### config.mk
export PLATFORM = sky130hd
export DESIGN_NAME = cordic_rotator
export DESIGN_NICKNAME = d
export VERILOG_FILES = /design/src/rtl/cordic_rotator.sv
export SDC_FILE = /design/constraint.sdc
export NUM_CORES = 1
export LEC_CHECK = 0
export CORE_MARGIN = 3
export CORE_UTILIZATION = 58
export DETAILED_ROUTE_END_ITERATION = 12
export GPL_ROUTABILITY_DRIVEN = 1
export HOLD_SLACK_MARGIN = 0.12
export PLACE_DENSITY = 0.82
export SLEW_MARGIN = 0
export SYNTH_ARGS = -nofsm -noshare
export SYNTH_HDL_FRONTEND = slang
export SYNTH_SLANG_ARGS = --single-unit
### constraint.sdc
create_clock -name clk_i -period 9.05 [get_ports clk_i]
set_input_delay 0.905 -clock clk_i [delete_from_list [all_inputs] [get_ports clk_i]]
set_output_delay 0.905 -clock clk_i [all_outputs]
set_load 0.03 [all_outputs]
### src/rtl/cordic_rotator.sv
// Iterative rotation-mode CORDIC: one micro-rotation per clock, no gain compensation.
// Start operands and feedback values share the 2:1 select stage in front of the working registers.
module cordic_rotator #(
   parameter int Width = 16,
   parameter int Iter  = 14
) (
   input  logic                    clk_i,
   input  logic                    rst_ni,
   input  logic                    start_i,
   input  logic signed [Width-1:0] x_i,
   input  logic signed [Width-1:0] y_i,
   input  logic signed [Width-1:0] z_i,
   output logic signed [Width-1:0] x_o,
   output logic signed [Width-1:0] y_o,
   output logic signed [Width-1:0] z_o,
   output logic                    valid_o,
   output logic                    busy_o
);

   // Counter reaches Iter after the last step, so it is sized to hold Iter itself.
   localparam int CntW = $clog2(Iter + 1);

   typedef logic signed [Width-1:0] tab_t [Iter];
   typedef enum logic [1:0] {S_IDLE, S_ROTATE, S_DONE} state_t;

   function automatic real atan_pow2(input int i);
      real x, term, acc;
      if (i == 0) return 0.78539816339744831;
      x    = 1.0 / (2.0 ** i);
      acc  = 0.0;
      term = x;
      for (int unsigned k = 0; k < 40; k++) begin
         if (k % 2 == 0) acc = acc + term / $itor(2 * k + 1);
         else            acc = acc - term / $itor(2 * k + 1);
         term = term * x * x;
      end
      return acc;
   endfunction

   function automatic tab_t build_atan();
      tab_t t;
      for (int unsigned i = 0; i < Iter; i++)
         t[i] = Width'($rtoi(atan_pow2(int'(i)) * (2.0 ** (Width - 3)) + 0.5));
      return t;
   endfunction

   localparam tab_t ATAN = build_atan();

   state_t                   r_state;
   logic        [CntW-1:0]   r_cnt;
   logic signed [Width-1:0]  r_x, r_y, r_z;
   logic signed [Width-1:0]  r_xo, r_yo, r_zo;
   logic                     r_valid, r_busy;

   logic                     w_neg, w_load;
   logic signed [Width-1:0]  w_xs, w_ys, w_atan;
   logic signed [Width-1:0]  w_xn, w_yn, w_zn;
   logic signed [Width-1:0]  w_xm, w_ym, w_zm;

   assign w_neg  = r_z[Width-1];
   assign w_xs   = r_x >>> r_cnt;
   assign w_ys   = r_y >>> r_cnt;
   assign w_atan = (r_cnt < CntW'(Iter)) ? ATAN[r_cnt] : '0;

   assign w_xn = w_neg ? (r_x + w_ys)   : (r_x - w_ys);
   assign w_yn = w_neg ? (r_y - w_xs)   : (r_y + w_xs);
   assign w_zn = w_neg ? (r_z + w_atan) : (r_z - w_atan);

   // Load path wins only when the controller is able to accept a new operation.
   assign w_load = (r_state != S_ROTATE) && start_i;
   assign w_xm   = w_load ? x_i : w_xn;
   assign w_ym   = w_load ? y_i : w_yn;
   assign w_zm   = w_load ? z_i : w_zn;

   always_ff @(posedge clk_i or negedge rst_ni) begin
      if (!rst_ni) begin
         r_state <= S_IDLE;
         r_cnt   <= '0;
         r_x     <= '0;
         r_y     <= '0;
         r_z     <= '0;
         r_xo    <= '0;
         r_yo    <= '0;
         r_zo    <= '0;
         r_valid <= 1'b0;
         r_busy  <= 1'b0;
      end else begin
         case (r_state)
            S_IDLE, S_DONE: begin
               r_valid <= 1'b0;
               if (start_i) begin
                  r_x     <= w_xm;
                  r_y     <= w_ym;
                  r_z     <= w_zm;
                  r_cnt   <= '0;
                  r_busy  <= 1'b1;
                  r_state <= S_ROTATE;
               end else begin
                  r_state <= S_IDLE;
               end
            end
            S_ROTATE: begin
               r_x   <= w_xm;
               r_y   <= w_ym;
               r_z   <= w_zm;
               r_cnt <= r_cnt + 1'b1;
               if (r_cnt == CntW'(Iter - 1)) begin
                  r_xo    <= w_xm;
                  r_yo    <= w_ym;
                  r_zo    <= w_zm;
                  r_valid <= 1'b1;
                  r_busy  <= 1'b0;
                  r_state <= S_DONE;
               end
            end
            default: r_state <= S_IDLE;
         endcase
      end
   end

   assign x_o     = r_xo;
   assign y_o     = r_yo;
   assign z_o     = r_zo;
   assign valid_o = r_valid;
   assign busy_o  = r_busy;

endmodule
-- Word level (Yosys, flattened, before mapping)
Memories as Yosys holds them, arrays and structs flattened.
Cells that the tools add are included.
- bitwise operators: 1
- $add $sub $neg: 7
- equality and inequality tests: 6
- reduce and logical (&&, ||, !) cells: 8
- multiplexer cells: 25
- shift operators: 2
- magnitude comparators: 2
- operator list (cell ; count):
    16-bit 2-to-1 mux ; 12
    16-bit one-hot mux with 2 select lines ; 3
    16-bit adder ; 3
    16-bit subtractor ; 3
    16-bit by 4-bit >>> shifter with 16-bit output ; 2
    4-bit one-hot mux with 2 select lines ; 1
    2-bit AND reduction ; 3
    5-bit greater-or-equal comparator, second input constant ; 1
    4-bit inverter with 5-bit output ; 1
    4-bit by 1-bit adder with 4-bit output, second input constant ; 1
    4-bit == test, second input constant ; 1
    4-bit less-than comparator, second input constant ; 1
    1-bit 2-to-1 mux ; 4
    4-bit 2-to-1 mux ; 1
    2-bit != test, second input constant ; 2
    1-bit one-hot mux with 2 select lines ; 2
    2-bit one-hot mux with 2 select lines ; 1
    3-bit AND reduction ; 1
    2-bit by 1-bit == test with 1-bit output, second input constant ; 1
    2-bit == test, second input constant ; 1
    2-bit zero test ; 1
    2-bit 2-to-1 mux ; 1
    2-bit by 1-bit != test with 1-bit output, second input constant ; 1
    2-bit nonzero test ; 1
    2 further kinds ; 2
- flip-flop bits (word level): 104
- memory bits (read-only): 256
- memories kept: 1
- input port bits: 51
- output and inout bits: 50
- word-level logic and storage cells: 62
- memory list (name ; words ; bits a word ; rd ports ; clocked after memory_dff ; write ports ; line ; RTL):
    (name not given) ; 16 ; 16 ; 1 ; 0 ; 0 ; 63 ; assign w_atan = (r_cnt < CntW'(Iter)) ? ATAN[r_cnt] : '0;

-- Logic depth before layout (Yosys ltp)
- depth after elaboration: 10
- mapped depth: 21
- depth with buffers taken out: 19

-- Least setup slack after synthesis
Ideal clock, no wire load.
- kind: reg-to-reg
- start point: reg r_cnt[0]
- end point: reg r_x[15]
- required time: 8.928 ns
- setup slack: 4.298 ns
- buffers on the path: 2
- library setup time: 0.122 ns
- clock period less this slack: 4.752 ns
- cell stages (with the launch flop): 19
- arrival time: 4.631 ns
- cells stage by stage: dfrtp_1 -> buf_4 -> buf_2 -> mux4_2 -> mux2i_1 -> nor2_1 -> a221oi_2 -> ha_1 -> nand2_1 -> o21ai_0 -> ha_1 -> a211o_1 -> a2111oi_0 -> o31ai_1 -> a221oi_1 -> o21ai_0 -> and2_1 -> mux2i_1 -> nand2_1
- cells in the longest elaborated chain, start to end: 6
- elaborated cells on any way between the ends: 7
- those cells by class: add/sub: 2; shift: 1; mux: 4
- RTL lines (item ; line ; RTL):
    start, declared ; 50 ; logic [CntW-1:0] r_cnt;
    start signal, assigned ; 106 ; r_cnt <= r_cnt + 1'b1;
    16-bit by 4-bit >>> shifter with 16-bit output (*) ; 62 ; assign w_ys = r_y >>> r_cnt;
    16-bit subtractor / 16-bit adder (equally long branches) ; 65 ; assign w_xn = w_neg ? (r_x + w_ys) : (r_x - w_ys);
    16-bit 2-to-1 mux (*) ; 65 ;
    16-bit 2-to-1 mux (*) ; 71 ; assign w_xm = w_load ? x_i : w_xn;
    16-bit 2-to-1 mux ; 91 ; if (start_i) begin
    16-bit one-hot mux with 2 select lines (*) ; 88 ; case (r_state)
    end signal, assigned ; 92 ; r_x <= w_xm;
    end signal, assigned ; 103 ; r_x <= w_xm;
    end, declared ; 51 ; logic signed [Width-1:0] r_x, r_y, r_z;
Every way passes the cells marked *; elsewhere a longest branch is shown, timed or not. The select of a mux whose other input is x is not followed.
A chain may end at the register's enable or synchronous reset.

-- Final worst setup path
Same ends and word-level chain as after synthesis.

==> impl_metrics.py <==
metrics = {
    "grt": {
        "grt_usage": 0.298,
        "grt_pass1_wl_um": 39200,
        "grt_pass1_vias": 7521,
        "globalRouteOverflowTotal": 0,
        "grt_max_degree": 73,
        "grt_antenna_before_repair": 0,
    },
    "worst_setup_path": {
        "crit_fanout": 34,
        "path_buf_inv": 1,
        "worstSetupPathType": "reg2reg",
        "rrSetupSlack_ps": 3330,
        "end_kind": "flip-flop",
        "crit_chain": "buf_4 > mux4_2 > mux2i_1 > nor2_1 > a221oi_2 > ha_1 > nand2_1 > o21ai_0 > ha_1 > a211o_1 > a2111oi_0 > o31ai_1 > a221oi_1 > o21ai_0 > and2_1 > mux2i_1 > nand2_1",
        "cp_top_family": "compound AO/OA/AOI/OAI gates",
        "critPathLaunchType": "flip-flop",
        "critPathMaxStageDelay_ps": 640,
        "critPathRequiredTime_ps": 9300,
        "crit_slowest_cell": "a2111oi_0",
        "r2r_cells": 17,
        "reg2reg_to": "r_x[15]",
        "worstPathArrival_ps": 5970,
        "r2r-start": "r_cnt[0]",
    },
    "route": {
        "drt-pass1-iter-count": 5,
        "totalWireLength_um": 24600,
        "route.vias.total": 7930,
        "drt-vias-per-instance": 6.25,
        "drc": 0,
        "drtIter0Drc": 536,
        "antenna_left": 0,
        "routedWlPerCell_um": 19.4,
    },
    "yosys": {
        "syn_area_um2": 8840,
        "yosys.cell_types.count": 68,
        "syn_inst": 1014,
        "ys.flop_type": "dfrtp_1",
        "synth-seq-area-share": 0.294,
        "yosys-top-cells-area": "dfrtp_1 29%, mux4_2 8.7%, ha_1 8.1%",
        "yosysMostFrequentCell": "nand2_1",
        "syn_nets": 1125,
        "yosysTopAreaCell": "dfrtp_1",
        "ys_warn_count": 0,
        "yosys-top-cells-count": "158 x nand2_1, 125 x o21ai_0, 104 x dfrtp_1",
        "synth_edf_count": 0,
        "synth-async-reset-ratio": 1.00,
        "synth_top_area_frac": 0.294,
        "ys_ff_latch": 104,
        "postSynthAreaPerCell_um2": 8.72,
    },
    "timing": {
        "rsz0062_at_grt": "no",
        "fin_crit_ps": 5720,
        "hold_viol": 0,
        "worst_pin_slew_ps": 759,
        "clock.fmax_mhz": 175,
        "finalSetupTns_ps": 0,
        "relSlewSlack": 0.494,
        "finalSetupViolCount": 0,
        "fin_skew_ps": 12.4,
        "slew_viol_final": 0,
        "period_share": 0.632,
    },
    "cts": {
        "cts_setup_buffers": 0,
        "clkTransAtPathRegs_ps": 70,
        "cts_buffer_depth": 2,
        "clk_latency_ps": 370,
        "clock-sinks": 104,
        "cts.htree.levels": 3,
        "postCtsHoldBufs": 0,
        "cts_root_buf": "clkbuf_16",
        "cts.repair.resized": 0,
        "cts_buffers": 9,
        "cts_tree": "built",
    },
    "hold_path": {
        "hp-start": "z_o[4]",
        "hold_class": "reg2reg",
        "min_to": "z_o[4]",
        "holdPathStages": 2,
    },
    "flow_run": {
        "cap_viol_max_count": 0,
    },
    "layout": {
        "area_growth_pct": 15.5,
        "drive_gt1_frac": 0.0922,
        "fin_nets": 1191,
        "instances_no_fill": 1269,
        "diodes": 0,
    },
    "status": {
        "outcome": "completed",
    },
    "placed_design": {
        "dp_cells": 1253,
        "portBuffers": 100,
        "hpwl_um": 18400,
        "place_congestion": 0.944,
    },
    "floorplanning": {
        "initial_core_util": 0.601,
        "rows": 44,
        "coreArea_um2": 14700,
        "io-pin-count": 101,
        "die_w_um": 129,
        "die-area_um2": 16800,
        "die-height_um": 129,
    },
}
[state kept, by name, indices dropped and copies added (netlist names)]
name and count:
valid_o 1, x_o 16, r_y 16, r_x 16, busy_o 1, r_cnt 4
r_state 2, r_z 16, z_o 16, y_o 16
[worst reg2reg max path, stage by stage (launching register included)]
cell and delay (ps):
dfrtp_2 450, buf_4 500, mux4_2 590, mux2i_1 430, nor2_1 110, a221oi_2 420, ha_1 330, nand2_1 60
o21ai_0 160, ha_1 360, a211o_1 280, a2111oi_0 640, o31ai_1 260, a221oi_1 400, o21ai_0 250, and2_1 210
mux2i_1 120, nand2_1 60
[cell families (layout without fill, tap and decap cells)]
family,Yosys count,after routing,synth area share
muxes,66,66,0.125
xor gates and xnor gates,73,73,0.0732
and+or+nand+nor,326,326,0.169
buffers and inverters,76,147,0.0381
adders and majority gates,60,60,0.0875
AOI/OAI and AO/OA,309,309,0.213
DFF,104,104,0.294
[layer usage]
metal,global-route usage,share of wire
met3,0.0478,0.056
met4,0.142,0.046
met5,0,0
met2,0.500,0.49
met1,0.377,0.41
[per-stage QoR]
| stage | cell area [um2] | util | setup WS [ps] | hold slack (ps) |
|---|---|---|---|---|
| floorplan | 8840 | - | 4300 | 456 |
| global placement | 9900 | 0.673 | 3540 | 456 |
| detailed placement | 9900 | 0.673 | 3460 | 469 |
| CTS | 10200 | 0.695 | 3440 | 485 |
| global route | 10200 | 0.695 | 2910 | 503 |
| finish | 10200 | 0.695 | 3330 | 477 |
[area by class of cell]
cell class / count / area (um2)
clock buffer: 10 / 239
clock inverter: 6 / 72.6
fill: 1188 / 4490
inverter: 20 / 75.1
multi-input combinational: 834 / 5910
sequential: 104 / 2600
tap: 184 / 230
timing repair buffer: 111 / 1080
[worst max path at each step]
stage | startpoint | end | slack (ps) | cells after the start
2_1_floorplan | r_cnt[0] | r_x[15] | 4300 | 18
3_3_place_gp | r_cnt[0] | r_x[15] | 3540 | 17
3_5_place_dp | r_cnt[0] | r_x[15] | 3460 | 17
4_1_cts | r_cnt[0] | r_x[15] | 3440 | 17
5_1_grt | r_cnt[0] | r_x[15] | 2910 | 17
6_report | r_cnt[0] | r_x[15] | 3330 | 17
[cells in the final DEF, fill, tap and decap left out, types with 19 or more instances in the layout]
cell	instances
a21oi_1	73
xor2_1	32
nand2_1	158
mux2i_1	19
ha_1	57
nor3_1	20
xnor2_1	40
dfrtp_1	103
nor2_1	63
o21ai_0	125
clkdlybuf4s50_1	99
mux4_2	34
Power is left out: the tool's default activity adds up to more than one toggle a clock period on the data nets, which glitch-free logic cannot reach.
